[src/rtl/uart_tx_arbiter.sv]
// Round-robin arbiter sharing one usart transmit path between NREQ byte-stream
// requesters, with per-message channel locking and a stalled-owner lock timeout.
module uart_tx_arbiter #(
    parameter int NREQ         = 4,
    parameter int LOCK_TIMEOUT = 1024,
    localparam int OW          = $clog2(NREQ),
    localparam int CW          = $clog2(LOCK_TIMEOUT + 1)
) (
    input  logic              CLK50M,
    input  logic              RST,
    input  logic [NREQ-1:0]   REQ,
    input  logic [NREQ-1:0]   REQ_LAST,
    input  logic [8*NREQ-1:0] REQ_DATA,
    output logic [NREQ-1:0]   REQ_ACK,
    output logic [7:0]        TX_DATA,
    output logic              TX_WR,
    input  logic              TX_RDY,
    output logic [OW-1:0]     OWNER,
    output logic              LOCKED,
    output logic              BUSY
);

    typedef enum logic [1:0] {
        ST_IDLE      = 2'd0,
        ST_WAIT_LOW  = 2'd1,
        ST_WAIT_HIGH = 2'd2
    } state_t;

    state_t          state_r;
    logic [OW-1:0]   ptr_r;
    logic [CW-1:0]   cnt_r;

    logic [NREQ-1:0] owner_mask_s;
    logic [NREQ-1:0] eligible_s;
    logic [NREQ-1:0] ack_s;
    logic [OW-1:0]   winner_s;
    logic            found_s;
    logic            stall_s;
    logic            timeout_s;

    assign BUSY      = (state_r != ST_IDLE);
    assign stall_s   = LOCKED & ~REQ[OWNER];
    assign timeout_s = (cnt_r == CW'(LOCK_TIMEOUT - 1));

    // Eligibility mask: only the owner may be served while the channel is locked.
    always_comb begin
        owner_mask_s        = {NREQ{1'b0}};
        owner_mask_s[OWNER] = 1'b1;
        if (LOCKED) begin
            eligible_s = REQ & owner_mask_s;
        end else begin
            eligible_s = REQ;
        end
    end

    // Round-robin search starting one past the last winner.
    always_comb begin
        winner_s = {OW{1'b0}};
        found_s  = 1'b0;
        for (int k = 1; k <= NREQ; k++) begin
            winner_s = (!found_s && eligible_s[(int'(ptr_r) + k) % NREQ])
                       ? OW'((int'(ptr_r) + k) % NREQ) : winner_s;
            found_s  = found_s | eligible_s[(int'(ptr_r) + k) % NREQ];
        end
    end

    // One-hot acknowledge for the selected winner.
    always_comb begin
        ack_s           = {NREQ{1'b0}};
        ack_s[winner_s] = 1'b1;
    end

    // Grant FSM with registered strobes, ownership/lock tracking and lock timeout.
    always_ff @(posedge CLK50M) begin
        if (RST) begin
            state_r <= ST_IDLE;
            ptr_r   <= OW'(NREQ - 1);
            cnt_r   <= {CW{1'b0}};
            TX_DATA <= 8'h00;
            TX_WR   <= 1'b0;
            REQ_ACK <= {NREQ{1'b0}};
            OWNER   <= {OW{1'b0}};
            LOCKED  <= 1'b0;
        end else begin
            TX_WR   <= 1'b0;
            REQ_ACK <= {NREQ{1'b0}};
            case (state_r)
                ST_IDLE: begin
                    if (TX_RDY && found_s) begin
                        TX_DATA <= REQ_DATA[8*winner_s +: 8];
                        TX_WR   <= 1'b1;
                        REQ_ACK <= ack_s;
                        OWNER   <= winner_s;
                        ptr_r   <= winner_s;
                        LOCKED  <= ~REQ_LAST[winner_s];
                        cnt_r   <= {CW{1'b0}};
                        state_r <= ST_WAIT_LOW;
                    end else if (stall_s) begin
                        // ptr_r stays on the stalled owner so it ranks last next time.
                        if (timeout_s) begin
                            LOCKED <= 1'b0;
                            cnt_r  <= {CW{1'b0}};
                        end else begin
                            cnt_r  <= cnt_r + CW'(1'b1);
                        end
                    end else if (!LOCKED) begin
                        cnt_r <= {CW{1'b0}};
                    end else begin
                        cnt_r <= cnt_r;
                    end
                end
                ST_WAIT_LOW: begin
                    if (!TX_RDY) begin
                        state_r <= ST_WAIT_HIGH;
                    end else begin
                        state_r <= ST_WAIT_LOW;
                    end
                end
                ST_WAIT_HIGH: begin
                    if (TX_RDY) begin
                        state_r <= ST_IDLE;
                    end else begin
                        state_r <= ST_WAIT_HIGH;
                    end
                end
                default: begin
                    state_r <= ST_IDLE;
                end
            endcase
        end
    end

endmodule

[config.mk]
export PLATFORM = sky130hd
export DESIGN_NAME = uart_tx_arbiter
export DESIGN_NICKNAME = d
export VERILOG_FILES = /design/src/rtl/uart_tx_arbiter.sv
export SDC_FILE = /design/constraint.sdc
export NUM_CORES = 1
export LEC_CHECK = 0
export ABC_AREA = 0
export CAP_MARGIN = 30
export CORE_UTILIZATION = 48
export DETAILED_ROUTE_END_ITERATION = 6
export PLACE_DENSITY = 0.79
export SLEW_MARGIN = 5
export SYNTH_ARGS = -nofsm -noshare
export SYNTH_HDL_FRONTEND = slang
export SYNTH_SLANG_ARGS = --single-unit
[constraint.sdc]
create_clock -name CLK50M -period 2.9 [get_ports CLK50M]
set_input_delay 0.29 -clock CLK50M [delete_from_list [all_inputs] [get_ports CLK50M]]
set_output_delay 0.29 -clock CLK50M [all_outputs]
set_load 0.01 [all_outputs]
==> results of run 1 <==
-- Yosys cell counts (2+ instances only) --
| cell type | count | area share |
|---|---|---|
| dfxtp_1 | 31 | 0.30 |
| nor2_1 | 18 | 0.033 |
| a21oi_1 | 16 | 0.039 |
| nand3b_1 | 14 | 0.051 |
| mux2i_1 | 12 | 0.058 |
| nand2_1 | 12 | 0.022 |
| inv_1 | 10 | 0.018 |
| nor3_1 | 10 | 0.024 |
| o21ai_0 | 10 | 0.024 |
| and2_1 | 8 | 0.024 |
| a21bo_1 | 7 | 0.034 |
| a311oi_1 | 7 | 0.030 |
| buf_2 | 7 | 0.017 |
| o2111a_1 | 7 | 0.038 |
| clkbuf_1 | 6 | 0.011 |
| nand2b_1 | 5 | 0.015 |
| and3_1 | 4 | 0.012 |
| buf_6 | 4 | 0.022 |
| nand3_1 | 4 | 0.0097 |
| a21boi_0 | 3 | 0.011 |
| a21boi_1 | 3 | 0.011 |
| nand4b_1 | 3 | 0.013 |
| o31ai_1 | 3 | 0.011 |
| a2111oi_0 | 2 | 0.0085 |
| a21o_1 | 2 | 0.0073 |
| nor3b_1 | 2 | 0.0073 |
| o221ai_1 | 2 | 0.0085 |
| or2_2 | 2 | 0.0061 |
| or3_1 | 2 | 0.0061 |
| or3b_1 | 2 | 0.0085 |
-- worst max-delay path: stages, from the launching register on --
cell and delay [ns]:
dfxtp_2 0.53, mux2i_1 0.28, o221a_1 0.28, a211oi_2 0.09, nor3_2 0.41, nand2_2 0.34, o2111a_1 0.34, a311oi_1 0.24
-- worst max path at each step --
stage | startpoint | endpoint | slack, ns | cells after the start
3_3_place_gp | REQ[3] | LOCKED | 0.21 | 8
5_1_grt | ptr_r[0] | TX_DATA[6] | 0.04 | 7
3_5_place_dp | REQ[1] | TX_DATA[6] | 0.07 | 8
2_1_floorplan | OWNER[1] | cnt_r[6] | 0.74 | 6
4_1_cts | ptr_r[0] | TX_DATA[2] | 0.11 | 7
6_report | ptr_r[0] | TX_DATA[3] | 0.30 | 7
-- state kept, by name (all words and copies together) (netlist names) --
name and count:
OWNER 2, TX_WR 1, REQ_ACK 4, LOCKED 1, state_r 2, ptr_r 2, cnt_r 11, TX_DATA 8
-- metrics by stage --
stage / total power [W] / setup slack (ns) / cells / hold slack, ns / utilization
finish: 0.00145 / 0.303 / 347 / 0.480 / 0.675
global route: 0.00154 / 0.0435 / 347 / 0.508 / 0.675
CTS: 0.00146 / 0.113 / 347 / 0.482 / 0.674
detailed placement: 0.00113 / 0.0735 / 339 / 0.470 / 0.654
global placement: 0.00113 / 0.206 / 339 / 0.465 / 0.654
floorplan: 0.000942 / 0.745 / 241 / 0.367 / -
-- cells by family after synthesis --
kind of cell | after synthesis | share of synthesized area
AO/OA/AOI/OAI | 75 | 0.292
multiplexers | 13 | 0.0693
adder cells (fa/ha/maj) | 1 | 0.00607
flip-flops | 31 | 0.301
buffers and inverters | 27 | 0.0680
XOR/XNOR | 1 | 0.00425
AND/OR/NAND/NOR | 93 | 0.259
-- area by class of cell --
class                           instances  share of cell area
Multi-Input combinational cell        183               0.474
Sequential cell                        31               0.227
Timing Repair Buffer                   65               0.232
Tap cell                               50              0.0229
Clock buffer                            7              0.0279
Inverter                               10              0.0137
Clock inverter                          1             0.00183
-- metal layers --
| layer | GRT usage | share of wire |
|---|---|---|
| met1 | 0.316 | 0.50 |
| met2 | 0.370 | 0.46 |
| met3 | 0.0405 | 0.031 |
| met4 | 0.0745 | 0.016 |
| met5 | 0 | 0 |
-- cells in the final DEF (no fill, tap or decap), types with 2 or more instances in the layout --
cell | Yosys | layout
clkbuf_8 | 0 | 5
inv_1 | 10 | 10
nor3b_1 | 2 | 2
nand2_1 | 12 | 12
nand4b_1 | 3 | 3
clkbuf_1 | 6 | 2
dfxtp_1 | 31 | 30
or2_2 | 2 | 2
nor3_1 | 10 | 10
nand3_1 | 4 | 4
o21ai_0 | 10 | 10
o2111a_1 | 7 | 7
o31ai_1 | 3 | 3
a21boi_0 | 3 | 3
buf_4 | 0 | 6
nor2_1 | 18 | 18
clkdlybuf4s50_1 | 0 | 59
and2_1 | 8 | 8
or3b_1 | 2 | 2
a21boi_1 | 3 | 3
a21bo_1 | 7 | 7
a2111oi_0 | 2 | 2
and3_1 | 4 | 4
nand2b_1 | 5 | 5
mux2i_1 | 12 | 12
o221ai_1 | 2 | 2
a311oi_1 | 7 | 7
a21o_1 | 2 | 2
or3_1 | 2 | 2
a21oi_1 | 16 | 16
nand3b_1 | 14 | 14
-- where the power goes --
part / leakage [nW] / switching, W / internal (W)
Clock: 0.0422 / 0.000153 / 0.000168
Combinational: 0.762 / 0.000309 / 0.000307
Sequential: 0.252 / 0.0000525 / 0.000464
Total: 1.06 / 0.000514 / 0.000939
-- timing repair --
action	in CTS	in global routing
resized for setup	0	1
endpoints found under the hold margin	0	0
setup endpoints to repair	0	8
hold buffers	0	0
==> impl_metrics.env, run 1 <==
export IMPL_cap_violations=0
export IMPL_track_usage=0.233
export IMPL_powerDensity_nw_per_um2=531
export IMPL_reg2reg_from="ptr_r[0]"
export IMPL_core_area_um2=4060
export IMPL_multi_input_area_um2=1300
export IMPL_clk_path_buf_depth=2
export IMPL_post_drt_wl_per_cell_um=14.5
export IMPL_worst_clock_skew_ns=0.00913
export IMPL_drc_errors=0
export IMPL_yosysWarnings=0
export IMPL_syn_area_um2=2060
export IMPL_synth_cell_type_count=53
export IMPL_finalCriticalPeriod_ns=2.60
export IMPL_clkLatencyLatePin_ns=0.28
export IMPL_std_cell_rows=23
export IMPL_gp_congestion=0.855
export IMPL_clk_pin_slew_ns=0.07
export IMPL_post_route_period_util=0.896
export IMPL_grt_overflow_total=0
export IMPL_status="completed"
export IMPL_ys_flop_type="dfxtp_1"
export IMPL_worstMarginPinSlew_ns=0.647
export IMPL_slew_violations=0
export IMPL_port_buffers=59
export IMPL_fin_area_um2=2740
export IMPL_cts_buffers=5
export IMPL_n_antenna_cell=0
export IMPL_vias_per_cell=5.70
export IMPL_setup_violations=0
export IMPL_die_h_um=67.5
export IMPL_grt_pass1_vias=1808
export IMPL_synth_seq_cells=31
export IMPL_dpl_hpwl_um=3680
export IMPL_n_fill_cell=350
export IMPL_ios=60
export IMPL_worst_hold_path_type="reg2reg"
export IMPL_yosysSeqAreaShare=0.301
export IMPL_whs_path_depth=1
export IMPL_grt_first_pass_wirelength_um=8060
export IMPL_synth_edf_count=0
export IMPL_grt_start_max_net_pins=27
export IMPL_p_leak_nw=1.06
export IMPL_clock_fmax_mhz=385
export IMPL_hold_violations=0
export IMPL_reg2reg_depth=7
export IMPL_end_kind="flip-flop"
export IMPL_cts_tree="done"
export IMPL_cts_setup_buffers=0
export IMPL_slew_headroom=0.568
export IMPL_ant_nets=0
export IMPL_drt_initial_drc_count=100
export IMPL_drive_above_1_share=0.0808
export IMPL_htreeDepth=2
export IMPL_hold_path_startpoint="cnt_r[10]"
export IMPL_rsz0062_at_grt="false"
export IMPL_ys_async_sr_fraction=0
export IMPL_drtPass1Iterations=4
export IMPL_start_util=0.508
export IMPL_antenna_found_initial=0
export IMPL_critPathRequiredTime_ns=3.09
export IMPL_r2r_slack_ns=0.30
export IMPL_regArea_um2=622
export IMPL_numClockSinks=31
export IMPL_path_class="reg2reg"
export IMPL_wl_um=5040
export IMPL_cts_root_buf="clkbuf_8"
export IMPL_start_kind="flip-flop"
export IMPL_synthToLayoutAreaGrowth_pct=32.9
export IMPL_dieArea_um2=4560
export IMPL_rr_endpoint="TX_DATA[3]"
export IMPL_place_area_um2=2660
export IMPL_min_to="cnt_r[10]"
export IMPL_synthCells=241
export IMPL_setup_total_negative_slack_ns=0
export IMPL_synth_fp_nets=285
export IMPL_fp_dieW_um=67.5
export IMPL_vdd_ir_drop_max_mv=0.323
export IMPL_syn_avg_cell_area_um2=8.55
export IMPL_worstPathArrival_ns=2.79
export IMPL_vias=1978
export IMPL_critPathMaxFanout=18
export IMPL_fin_nets=340
No activity file was read; power rests on OpenSTA's default activity.
==> inputs of run 2 (changes only) <==
Settings changed: PLACE_DENSITY 0.79 to 0.81.
==> run 2 against run 1 <==
Compared with the run above: critical path type unchanged; register-to-register slack lost 0.03 ns; first-iteration DRC count grew 86%; die area is the same; clock-buffer cell count is the same; routed wire length grew 2.7%; total power grew 2.0%; largest power group unchanged; sequential share of layout area shrank 0.28 points; clock skew shrank 0.0038 ns; clock power grew 2%; worst setup slack lost 0.032 ns; utilization grew 0.71 points; final area grew 1.1%.
==> impl_metrics.env, run 2 (synthesis results as in run 1) <==
export IMPL_cts_buffers=5
export IMPL_pre_cts_slack_ns=-0.0348
export IMPL_instances_no_fill=351
export IMPL_clock_fmax_mhz=380
export IMPL_largest_reg_flops=11
export IMPL_power_net_switching_w=0.000528
export IMPL_total_power_w=0.00148
export IMPL_power_frac_seq=0.343
export IMPL_start_util=0.508
export IMPL_layout_commonest_cell="clkdlybuf4s50_1"
export IMPL_dpl_hpwl_um=3800
export IMPL_grt_start_max_net_pins=27
export IMPL_regMostFlops="cnt_r"
export IMPL_worstPathArrival_ns=2.81
export IMPL_path_class="reg2reg"
export IMPL_worst_hold_path_type="reg2reg"
export IMPL_dieArea_um2=4560
export IMPL_drtPass1Iterations=5
export IMPL_ant_nets=0
export IMPL_clockPowerShare=0.221
export IMPL_ctsHoldBuffers=0
export IMPL_postCtsResizedCells=0
export IMPL_pwr_share_comb=0.436
export IMPL_drc_errors=0
export IMPL_die_h_um=67.5
export IMPL_path_cells="mux2i_1 -> o221ai_4 -> nand3b_1 -> a32o_1 -> nand2_2 -> o2111a_1 -> a311oi_1"
export IMPL_worstMarginPinSlew_ns=0.548
export IMPL_htreeDepth=2
export IMPL_grt_overflow_total=0
export IMPL_reg_largest_list="cnt_r: 11 flops, TX_DATA: 8 flops, REQ_ACK: 4 flops"
export IMPL_slew_violations=0
export IMPL_gp_congestion=0.802
export IMPL_start_kind="flip-flop"
export IMPL_antenna_found_initial=0
export IMPL_drive_above_1_share=0.0897
export IMPL_grt_first_pass_wirelength_um=8450
export IMPL_p_int_w=0.000954
export IMPL_swShare=0.356
export IMPL_status="completed"
export IMPL_multi_input_area_um2=1300
export IMPL_rsz0062_at_grt="false"
export IMPL_core_area_um2=4060
export IMPL_vias=2016
export IMPL_post_drt_wl_per_cell_um=14.7
export IMPL_vias_per_cell=5.74
export IMPL_crit_slowest_cell="dfxtp_1"
export IMPL_clkLatencyLatePin_ns=0.28
export IMPL_critPathRequiredTime_ns=3.08
export IMPL_max_stage_delay_ns=0.63
export IMPL_fp_dieW_um=67.5
export IMPL_port_buffers=59
export IMPL_p_leak_nw=1.08
export IMPL_track_usage=0.246
export IMPL_slew_headroom=0.634
export IMPL_cts_tree="done"
export IMPL_clk_pin_slew_ns=0.07
export IMPL_numClockSinks=31
export IMPL_vdd_ir_drop_max_mv=0.259
export IMPL_critPathMaxFanout=16
export IMPL_powerDensity_nw_per_um2=536
export IMPL_n_fill_cell=343
export IMPL_ios=60
export IMPL_fin_ws_ns=0.270
export IMPL_cts_root_buf="clkbuf_8"
export IMPL_setup_violations=0
export IMPL_wl_um=5170
export IMPL_clk_path_buf_depth=2
export IMPL_n_antenna_cell=0
export IMPL_fin_nets=344
export IMPL_utilization=0.682
export IMPL_end_kind="flip-flop"
export IMPL_synthToLayoutAreaGrowth_pct=34.3
export IMPL_hold_slack_ns=0.481
export IMPL_drt_initial_drc_count=186
export IMPL_std_cell_rows=23
export IMPL_dpl_cell_count=342
export IMPL_grt_pass1_vias=1887
export IMPL_mostFrequentLayoutCells="59 x clkdlybuf4s50_1, 31 x dfxtp_1, 18 x nor2_1"
export IMPL_worst_clock_skew_ns=0.00528
export IMPL_post_route_period_util=0.907
export IMPL_hold_violations=0
export IMPL_cts_setup_buffers=0
export IMPL_cap_violations=0
export IMPL_regArea_um2=621
export IMPL_finalCriticalPeriod_ns=2.63
[run 2: power by group through the flow]
| stage | clock, W | combinational, W | sequential [W] |
|---|---|---|---|
| 2_1_floorplan | 0 | 0.000431 | 0.000510 |
| 3_3_place_gp | 0 | 0.000622 | 0.000515 |
| 3_5_place_dp | 0 | 0.000632 | 0.000518 |
| 4_1_cts | 0.000337 | 0.000635 | 0.000509 |
| 5_1_grt | 0.000352 | 0.000709 | 0.000515 |
| 6_report | 0.000327 | 0.000646 | 0.000509 |
[run 2: worst max-delay path: cells and delay by family (launching register included)]
kind             cells  cell delay [ns]
AO/OA/AOI/OAI        4             1.10
flip-flops           1             0.63
multiplexers         1             0.36
AND/OR/NAND/NOR      2             0.43
[run 2: per-layer routing]
metal  vias to the layer above  wire (um)  GRT usage
met5                         -          0          0
met1                       931       2290      0.304
met2                        62       2560      0.408
met4                         0         74      0.109
met3                         7        245     0.0490
li1                       1016          -          -
[run 2: per-stage QoR]
stage	cell area (um^2)	TNS (ns)
global route	2770	0
global placement	2680	0
detailed placement	2680	-0.0348
floorplan	2060	0
CTS	2760	0
finish	2770	0
[run 2: path summary, 6_finish.rpt]
check                                from    endpoint  slack, ns  cells after the start
worst max-delay path             ptr_r[0]  TX_DATA[5]       0.27                      7
worst max register to register   ptr_r[0]  TX_DATA[5]       0.27                      7
worst min register to register  cnt_r[10]   cnt_r[10]       0.48                      1
worst min-delay path            cnt_r[10]   cnt_r[10]       0.48                      1
[run 2: final cells by class]
cell class | count | area share
clock buffers | 7 | 0.0276
clock inverters | 1 | 0.00181
inverters | 10 | 0.0136
multi-input cells | 183 | 0.469
flip-flops and latches | 31 | 0.224
well taps | 50 | 0.0226
repair buffers | 69 | 0.241
